## src/rtl/async_fifo_pkg.sv

```systemverilog
// Shared types and helpers for the async FIFO read-side logic.
package async_fifo_pkg;

  localparam int ASYNC_FIFO_DWIDTH = 8;

  typedef enum logic [1:0] {
    RD_IDLE,
    RD_RUN,
    RD_FLUSH
  } rd_state_e;

  // Bits needed to index 'value' entries; never less than one.
  function automatic int clog2(input int value);
    int r;
    r = 1;
    while ((1 << r) < value) r++;
    return r;
  endfunction

endpackage

```

## src/rtl/async_fifo_rd_buf.sv

```systemverilog
// Small synchronous FIFO that parks words captured from the async FIFO until
// the downstream stream accepts them.
module async_fifo_rd_buf import async_fifo_pkg::*; #(
  parameter int DWIDTH = ASYNC_FIFO_DWIDTH,
  parameter int DEPTH  = 3,
  localparam int PW    = clog2(DEPTH),
  localparam int CW    = clog2(DEPTH + 1)
) (
  input  logic              clk_i,
  input  logic              rst_ni,
  input  logic              wr_i,
  input  logic [DWIDTH-1:0] wdata_i,
  input  logic              rd_i,
  input  logic              clr_i,
  output logic [CW-1:0]     cnt_o,
  output logic [DWIDTH-1:0] head_o
);

  logic [DWIDTH-1:0] mem_q [DEPTH];
  logic [PW-1:0]     wp_q, wp_d;
  logic [PW-1:0]     rp_q, rp_d;
  logic [CW-1:0]     cnt_q, cnt_d;

  // Depth need not be a power of two, so pointers wrap explicitly.
  function automatic logic [PW-1:0] ptr_inc(input logic [PW-1:0] p);
    return (p == PW'(DEPTH - 1)) ? '0 : p + PW'(1);
  endfunction

  always_comb begin
    wp_d  = wp_q;
    rp_d  = rp_q;
    cnt_d = cnt_q;
    if (clr_i) begin
      wp_d  = '0;
      rp_d  = '0;
      cnt_d = '0;
    end else begin
      if (wr_i) wp_d = ptr_inc(wp_q);
      if (rd_i) rp_d = ptr_inc(rp_q);
      cnt_d = cnt_q + CW'(wr_i) - CW'(rd_i);
    end
  end

  always_ff @(posedge clk_i or negedge rst_ni) begin
    if (!rst_ni) begin
      wp_q  <= '0;
      rp_q  <= '0;
      cnt_q <= '0;
    end else begin
      wp_q  <= wp_d;
      rp_q  <= rp_d;
      cnt_q <= cnt_d;
    end
  end

  always_ff @(posedge clk_i or negedge rst_ni) begin
    if (!rst_ni) begin
      for (int i = 0; i < DEPTH; i++) mem_q[i] <= '0;
    end else if (wr_i && !clr_i) begin
      mem_q[wp_q] <= wdata_i;
    end
  end

  assign cnt_o  = cnt_q;
  assign head_o = mem_q[rp_q];

  overflow_chk: assert property (@(posedge clk_i) disable iff (!rst_ni)
    !(wr_i && !rd_i && !clr_i && cnt_q == CW'(DEPTH)))
    else $error("async_fifo_rd_buf: capture into full buffer");

endmodule

```

## src/rtl/async_fifo_rd_drain.sv

```systemverilog
// Read-side consumer for the async FIFO: pops on credit, tracks the fixed
// pop-to-data latency, and re-presents words as a valid/ready stream.
module async_fifo_rd_drain import async_fifo_pkg::*; #(
  parameter int DWIDTH = ASYNC_FIFO_DWIDTH,
  parameter int RD_LAT = 1,
  parameter int BUF_D  = RD_LAT + 2,
  parameter int CWIDTH = 16
) (
  input  logic              rclk,
  input  logic              reset_L,
  input  logic              en,
  input  logic              flush,
  output logic              pop,
  input  logic [DWIDTH-1:0] rdata,
  input  logic              empty,
  output logic              out_valid,
  output logic [DWIDTH-1:0] out_data,
  input  logic              out_ready,
  output logic              busy,
  output logic [CWIDTH-1:0] word_cnt
);

  localparam int CNT_W = clog2(BUF_D + 1);
  localparam int IF_W  = clog2(RD_LAT + 1);
  localparam int SUM_W = CNT_W + 1;

  rd_state_e         state_q, state_d;
  logic [RD_LAT-1:0] pipe_q, pipe_d;
  logic [IF_W-1:0]   inflight;
  logic [CNT_W-1:0]  buf_cnt;
  logic [DWIDTH-1:0] buf_head;
  logic [CWIDTH-1:0] word_cnt_q, word_cnt_d;
  logic              capture, buf_wr, buf_clr, xfer, credit_ok;

  always_comb begin
    inflight = '0;
    for (int i = 0; i < RD_LAT; i++) inflight = inflight + IF_W'(pipe_q[i]);
  end

  // Words already parked plus words still in the FIFO's read pipe must fit.
  assign credit_ok = (SUM_W'(buf_cnt) + SUM_W'(inflight)) < SUM_W'(BUF_D);

  always_comb begin
    state_d = state_q;
    pop     = 1'b0;
    unique case (state_q)
      RD_IDLE: begin
        if (flush)   state_d = RD_FLUSH;
        else if (en) state_d = RD_RUN;
      end
      RD_RUN: begin
        pop = !empty && credit_ok;
        if (flush)    state_d = RD_FLUSH;
        else if (!en) state_d = RD_IDLE;
      end
      RD_FLUSH: begin
        pop = !empty;
        if (!flush && empty && inflight == '0) state_d = RD_IDLE;
      end
      default: state_d = RD_IDLE;
    endcase
  end

  always_comb begin
    pipe_d[0] = pop;
    for (int i = 1; i < RD_LAT; i++) pipe_d[i] = pipe_q[i-1];
  end

  assign capture   = pipe_q[RD_LAT-1];
  assign buf_wr    = capture && (state_q != RD_FLUSH);
  assign buf_clr   = (state_d == RD_FLUSH) && (state_q != RD_FLUSH);
  assign out_valid = (buf_cnt != '0) && (state_q != RD_FLUSH);
  assign out_data  = buf_head;
  assign xfer      = out_valid && out_ready;
  assign busy      = (state_q != RD_IDLE) || (inflight != '0) || (buf_cnt != '0);

  assign word_cnt_d = xfer ? word_cnt_q + CWIDTH'(1) : word_cnt_q;
  assign word_cnt   = word_cnt_q;

  always_ff @(posedge rclk or negedge reset_L) begin
    if (!reset_L) begin
      state_q    <= RD_IDLE;
      pipe_q     <= '0;
      word_cnt_q <= '0;
    end else begin
      state_q    <= state_d;
      pipe_q     <= pipe_d;
      word_cnt_q <= word_cnt_d;
    end
  end

  async_fifo_rd_buf #(
    .DWIDTH (DWIDTH),
    .DEPTH  (BUF_D)
  ) u_buf (
    .clk_i   (rclk),
    .rst_ni  (reset_L),
    .wr_i    (buf_wr),
    .wdata_i (rdata),
    .rd_i    (xfer),
    .clr_i   (buf_clr),
    .cnt_o   (buf_cnt),
    .head_o  (buf_head)
  );

endmodule
```

## config.mk

```make
export PLATFORM = sky130hd
export DESIGN_NAME = async_fifo_rd_drain
export DESIGN_NICKNAME = d
export VERILOG_FILES = /design/src/rtl/async_fifo_pkg.sv /design/src/rtl/async_fifo_rd_buf.sv /design/src/rtl/async_fifo_rd_drain.sv
export SDC_FILE = /design/constraint.sdc
export NUM_CORES = 1
export LEC_CHECK = 0
export CAP_MARGIN = 10
export CORE_MARGIN = 5
export CORE_UTILIZATION = 55
export CTS_BUF_LIST = sky130_fd_sc_hd__clkbuf_4
export DETAILED_ROUTE_END_ITERATION = 10
export PLACE_DENSITY = 0.82
export SLEW_MARGIN = 15
export SYNTH_ARGS = -nofsm -noshare
export SYNTH_HDL_FRONTEND = slang
export SYNTH_SLANG_ARGS = --single-unit
```

## constraint.sdc

```tcl
create_clock -name rclk -period 2.6 [get_ports rclk]
set_clock_uncertainty 0.05 [all_clocks]
set_input_delay 0.39 -clock rclk [delete_from_list [all_inputs] [get_ports rclk]]
set_output_delay 0.39 -clock rclk [all_outputs]
set_load 0.01 [all_outputs]
```

### Word level (Yosys, flattened, before mapping)

Cells that the tools add are included.

| word-level totals | value |
|---|---|
| bits in registers | 49 |
| input port bits | 14 |
| output and inout bits | 27 |
| word-level logic and storage cells | 67 |

| cells by class | value |
|---|---|
| add/sub/neg operators | 6 |
| order comparisons | 4 |
| eq/ne operators | 6 |
| mux-type cells | 20 |
| bitwise logic cells | 3 |
| reductions and logical operators | 19 |

Operators with widths:

| cell | count |
|---|---|
| bitwise mux 24 bit | 1 |
| 2-to-1 mux 2 bit | 12 |
| 2-to-1 mux 8 bit | 3 |
| adder 16 x 1 -> 16 bit (second input constant) | 1 |
| binary-select mux 8 bit (select 2 bit) | 1 |
| demux 8 bit (select 2 bit) | 1 |
| logical AND 1 bit | 9 |
| equality test 2 bit (second input constant) | 4 |
| nonzero test 2 bit | 4 |
| >= comparator 3 bit (second input constant) | 2 |
| NOT 2 -> 3 bit | 2 |
| one-hot mux 2 bit (3 select lines) | 1 |
| adder 2 x 1 -> 2 bit (second input constant) | 2 |
| adder 2 x 1 -> 3 bit | 1 |
| logical NOT 1 bit | 3 |
| < comparator 3 x 1 -> 1 bit (second input constant) | 1 |
| < comparator 3 x 2 -> 1 bit (second input constant) | 1 |
| adder 2 x 1 -> 2 bit | 1 |
| equality test 2 x 1 -> 1 bit (second input constant) | 1 |
| logical NOT 2 bit | 1 |
| logical OR 1 bit | 2 |
| inequality test 2 bit (second input constant) | 1 |
| one-hot mux 1 bit (2 select lines) | 1 |
| subtractor 2 x 1 -> 2 bit | 1 |
| NOT 1 bit | 1 |

### Depth between registers and ports, before layout

| depth | value |
|---|---|
| word-level depth | 9 |
| gate-level depth with buffers | 11 |

### Cells and area by module

Synthesis repeated with hierarchy kept, for this count alone.

| unflattened totals | value |
|---|---|
| cells, all modules | 198 |
| area total of the unflattened synthesis | 2462.4 um^2 |

By module, submodules not included:

| module | instances | cells an instance | area an instance (um^2) | seq. area each (um^2) |
|---|---|---|---|---|
| async_fifo_rd_buf | 1 | 99 | 1403.8 | 750.7 |
| async_fifo_rd_drain | 1 | 99 | 1058.5 | 475.5 |

### Least setup slack after synthesis

Ideal clock, no wire load.

| timing | value |
|---|---|
| path kind | register to register |
| from | reg state_q[0] |
| to | reg u_buf.cnt_q[1] (netlist: u_buf.cnt_o[1]) |
| arrival time | 2.026 ns |
| data required time | 2.425 ns |
| path slack | 0.399 ns |
| cell stages (with the launch flop) | 12 |
| clock period less this slack | 2.201 ns |
| path through | dfrtp_1 -> inv_1 -> ha_1 -> o21ba_2 -> nand2_1 -> inv_1 -> ha_1 -> inv_1 -> ha_1 -> xor2_1 -> xnor2_1 -> nor2_1 |

| on the way | value |
|---|---|
| elaborated cells on any way between the ends | 18 |
| those cells by class | add/sub: 2; eq/ne: 4; mux: 7; reduce/logical: 5 |

RTL lines:

| element | RTL line | text |
|---|---|---|
| start: declaration | async_fifo_rd_drain.sv:27 | `rd_state_e state_q, state_d;` |
| start signal: assignment | async_fifo_rd_drain.sv:86 | `state_q <= state_d;` |
| inequality test 2 bit | async_fifo_rd_drain.sv:72 | `assign out_valid = (buf_cnt != '0) && (state_q != RD_FLUSH);` |
| logical AND 1 bit | async_fifo_rd_drain.sv:72 |  |
| named net out_valid | async_fifo_rd_drain.sv:16 | `output logic out_valid,` |
| logical AND 1 bit | async_fifo_rd_drain.sv:74 | `assign xfer = out_valid && out_ready;` |
| named net u_buf.rd_i | async_fifo_rd_buf.sv:13 | `input logic rd_i,` |
| subtractor 2 x 1 -> 2 bit | async_fifo_rd_buf.sv:40 | `cnt_d = cnt_q + CW'(wr_i) - CW'(rd_i);` |
| 2-to-1 mux 2 bit | async_fifo_rd_buf.sv:33 | `if (clr_i) begin` |
| named net u_buf.cnt_d[1] | async_fifo_rd_buf.sv:22 | `logic [CW-1:0] cnt_q, cnt_d;` |
| end signal: assignment | async_fifo_rd_buf.sv:52 | `cnt_q <= cnt_d;` |
| end: declaration | async_fifo_rd_buf.sv:22 |  |

The timed path passes the listed nets, and every way through them passes these cells.
A chain may end at the register's enable or synchronous reset.

### Worst setup path in the final report

| timing | value |
|---|---|
| from | reg u_buf.rp_q[0] |
| to | out out_data[2] |

| on the way | value |
|---|---|
| cells in the longest elaborated chain, start to end | 4 |

Ends and longest elaborated chain:

| element | RTL line | text |
|---|---|---|
| start: declaration | async_fifo_rd_buf.sv:21 | `logic [PW-1:0] rp_q, rp_d;` |
| start signal: assignment | async_fifo_rd_buf.sv:51 | `rp_q <= rp_d;` |
| NOT 2 -> 3 bit (not written as such) | async_fifo_rd_buf.sv:65 | `assign head_o = mem_q[rp_q];` |
| binary-select mux 8 bit (select 2 bit) | async_fifo_rd_buf.sv:65 |  |
| 2-to-1 mux 8 bit (not written as such) (2 in a row) | async_fifo_rd_buf.sv:65 |  |
| end: declaration | async_fifo_rd_drain.sv:17 | `output logic [DWIDTH-1:0] out_data,` |

No other way between the ends. The select of a mux whose other input is x is not followed.

==> flow_metrics.env <==
export IMPL_dr_total_vias=1629
export IMPL_outcome="completed"
export IMPL_numCtsBuffers=5
export IMPL_fin_crit_ps=2433
export IMPL_ff2ff_setup_slack_ps=310
export IMPL_hold_violations=0
export IMPL_yosysSeqAreaShare_pct=50.78
export IMPL_tns_ps=0
export IMPL_wl_per_cell_microns=15.33
export IMPL_ys_seq_elements=49
export IMPL_antenna_found_initial=0
export IMPL_cts_root_buf="clkbuf_4"
export IMPL_seq_area_sq_um=1227
export IMPL_crit_buf_inv=2
export IMPL_drc=0
export IMPL_drive_gt1_share_pct=18.97
export IMPL_cp_cell_sequence="buf_4, mux2i_1, o21ai_0, clkdlybuf4s50_1"
export IMPL_grt_first_pass_wirelength_microns=8142
export IMPL_cp_end_kind="output port"
export IMPL_place_ws_ps=197.9
export IMPL_drtIter0Drc=73
export IMPL_multi_input_area_sq_um=1136
export IMPL_fmax_ghz=0.4110
export IMPL_via_per_inst=5.341
export IMPL_grt_max_degree=50
export IMPL_tightest_slew_ps=605.9
export IMPL_ant_nets=0
export IMPL_grt_usage_pct=17.33
export IMPL_worstPathArrival_ps=1990
export IMPL_dp_cells=296
export IMPL_grt_busiest_layer="met2"
export IMPL_slew_headroom_pct=59.61
export IMPL_start_util_pct=56.24
export IMPL_design_area_sq_um=3007
export IMPL_critical_path_class="reg2out"
export IMPL_port_buffers=40
export IMPL_rows=24
export IMPL_setup_ws_ps=167.0
export IMPL_syn_inst=206
export IMPL_synthDistinctLibCells=36
export IMPL_yosys_warnings=0
export IMPL_clock_sinks=49
export IMPL_areaGrowthSynthToFinish_pct=24.51
export IMPL_hpwl_microns=3382
export IMPL_die_area_sq_um=5816
export IMPL_hp_class="in2async"
export IMPL_cp_start_kind="register"
export IMPL_hold_buffers=0
export IMPL_nNetsFinal=275
export IMPL_die_width_microns=76.26
export IMPL_final_common_cell="dfrtp_1"
export IMPL_ir_worst_vdd_mv=0.6248
export IMPL_p_leak_nw=1.345
export IMPL_num_antenna_cells=0
export IMPL_hold_ws_ps=45.07
export IMPL_path_clk_slew_ps=150
export IMPL_worstRegToRegCells=11
export IMPL_rr_endpoint="u_buf.cnt_o[1]"
export IMPL_io_pins=41
export IMPL_cts_htree_levels=2
export IMPL_die_y_microns=76.26
export IMPL_finalSetupViolCount=0
export IMPL_final_cell_mix="dfrtp_1, clkdlybuf4s50_1, mux2_2, nand2_1, xnor2_1"
export IMPL_fp_coreArea_sq_um=4294
export IMPL_synth_area_sq_um=2415
export IMPL_met1_usage_pct=23.01
export IMPL_grtUsageMet3_pct=4.019
export IMPL_synth_nets=229
export IMPL_use_met2_pct=27.40
export IMPL_r2r_start="state_q[0]"
export IMPL_power_density_nw_per_um2=1019
export IMPL_stdcell_count=305
export IMPL_cts_buffer_depth=2
export IMPL_insertion_delay_ps=370
export IMPL_crit_required_ps=2160
export IMPL_gp_congestion=0.7735
export IMPL_crit_cells=4
export IMPL_dr_pass1_iters=4
export IMPL_post_route_period_util_pct=93.58
export IMPL_drv_slew=0
export IMPL_tritoncts="yes"
export IMPL_crit_slowest_cell="clkdlybuf4s50_1"
export IMPL_worst_path_largest_cell_delay_ps=580
export IMPL_n_fill_cell=338
export IMPL_cap_violations=0
export IMPL_cp_max_fo=8
export IMPL_drt_total_wl_microns=4675
export IMPL_grt_ovfl_total=0
export IMPL_dpl_cell_area_sq_um=2883
export IMPL_postSynthAreaPerCell_sq_um=11.72
export IMPL_cp_top_family="buffers and inverters"
export IMPL_rsz0062_at_grt="no"
export IMPL_grt_pass1_vias=1676
==> through the flow <==
stage	total power [W]	utilization [%]
after floorplan	0.001987	-
after global placement	0.002477	67.13
after detailed placement	0.002524	67.13
after CTS	0.003090	69.81
after global routing	0.003283	70.02
final	0.003063	70.02
==> timing repair <==
item	4_1_cts	5_1_grt
setup endpoints to repair	2	5
resized for setup	2	3
buffers inserted	1	0
==> cells by family (layout without fill, tap and decap cells) <==
kind of cell               Yosys count  after routing  synth area share [%]
AOI/OAI and AO/OA                   27             27                 9.172
xor gates and xnor gates            17             17                 6.166
adders and majority gates            9              9                 4.663
buffers and inverters               16             63                 2.487
DFF                                 49             49                 50.78
muxes                               33             33                 14.97
and+or+nand+nor                     55             55                 11.76
==> power breakdown <==
part           internal, W  switching [W]  total, W
Sequential         0.00102       0.000204   0.00122
Combinational     0.000704       0.000586   0.00129
Clock             0.000303       0.000248  0.000551
==> worst register-to-register path: stages, from the launching register on <==
cell and delay [ps]:
dfrtp_1 390, inv_1 80, ha_1 280, o21ba_2 310, nand2_1 80, inv_1 140
ha_1 250, inv_1 60, ha_1 150, xor2_1 180, xnor2_1 140, nor2_1 60
==> state kept, by name, indices dropped and copies added, names as in the netlist <==
register,cells
word_cnt,16
capture,1
state_q,2
u_buf.wp_q,2
u_buf.mem_q,24
u_buf.rp_q,2
u_buf.cnt_o,2
==> how the worst max path moves through the flow <==
stage                  start         endpoint
6_report       u_buf.rp_q[0]      out_data[2]
4_1_cts           state_q[1]             busy
3_5_place_dp              en  u_buf.mem_q[12]
3_3_place_gp           flush   u_buf.mem_q[1]
5_1_grt        u_buf.rp_q[0]      out_data[2]
2_1_floorplan     state_q[0]   u_buf.cnt_o[1]
==> cell usage after synthesis, drive strengths merged <==
cell type / number / area (sq um)
dfrtp: 49 / 1226
mux2: 25 / 281.5
nand2: 23 / 86.33
xnor2: 14 / 122.6
o21ai: 11 / 58.81
inv: 10 / 37.54
ha: 9 / 112.6
mux2i: 8 / 80.08
a21oi: 6 / 33.78
nand3: 6 / 30.03
clkbuf: 5 / 18.77
a31oi: 4 / 70.07
and3: 4 / 25.02
nand4: 4 / 25.02
nand3b: 3 / 22.52
nor2: 3 / 11.26
xor2: 3 / 26.28
and4: 2 / 17.52
nor2b: 2 / 12.51
nor3b: 2 / 15.01
or3: 2 / 12.51
a211oi: 1 / 20.02
a21boi: 1 / 7.510
a21o: 1 / 7.510
and2: 1 / 6.260
buf: 1 / 3.750
nand2b: 1 / 6.260
o21ba: 1 / 10.01
o22ai: 1 / 6.260
o31ai: 1 / 7.510
or2: 1 / 6.260
or4: 1 / 7.510
==> final cells by class <==
type / instances / area share (%)
tap: 52 / 2.164
multi-input combinational: 141 / 37.79
clock inverter: 3 / 2.289
timing repair buffer: 45 / 14.44
inverter: 10 / 1.248
sequential: 49 / 40.82
clock buffer: 5 / 1.248
==> per-layer routing <==
layer,part of all wire (%),vias up,wire length [microns]
met4,1.5,0,70
li1,-,808,-
met5,0,-,0
met2,48,32,2252
met3,3.6,5,169
met1,47,784,2183
Note: power is estimated with default switching activity, not from simulation.
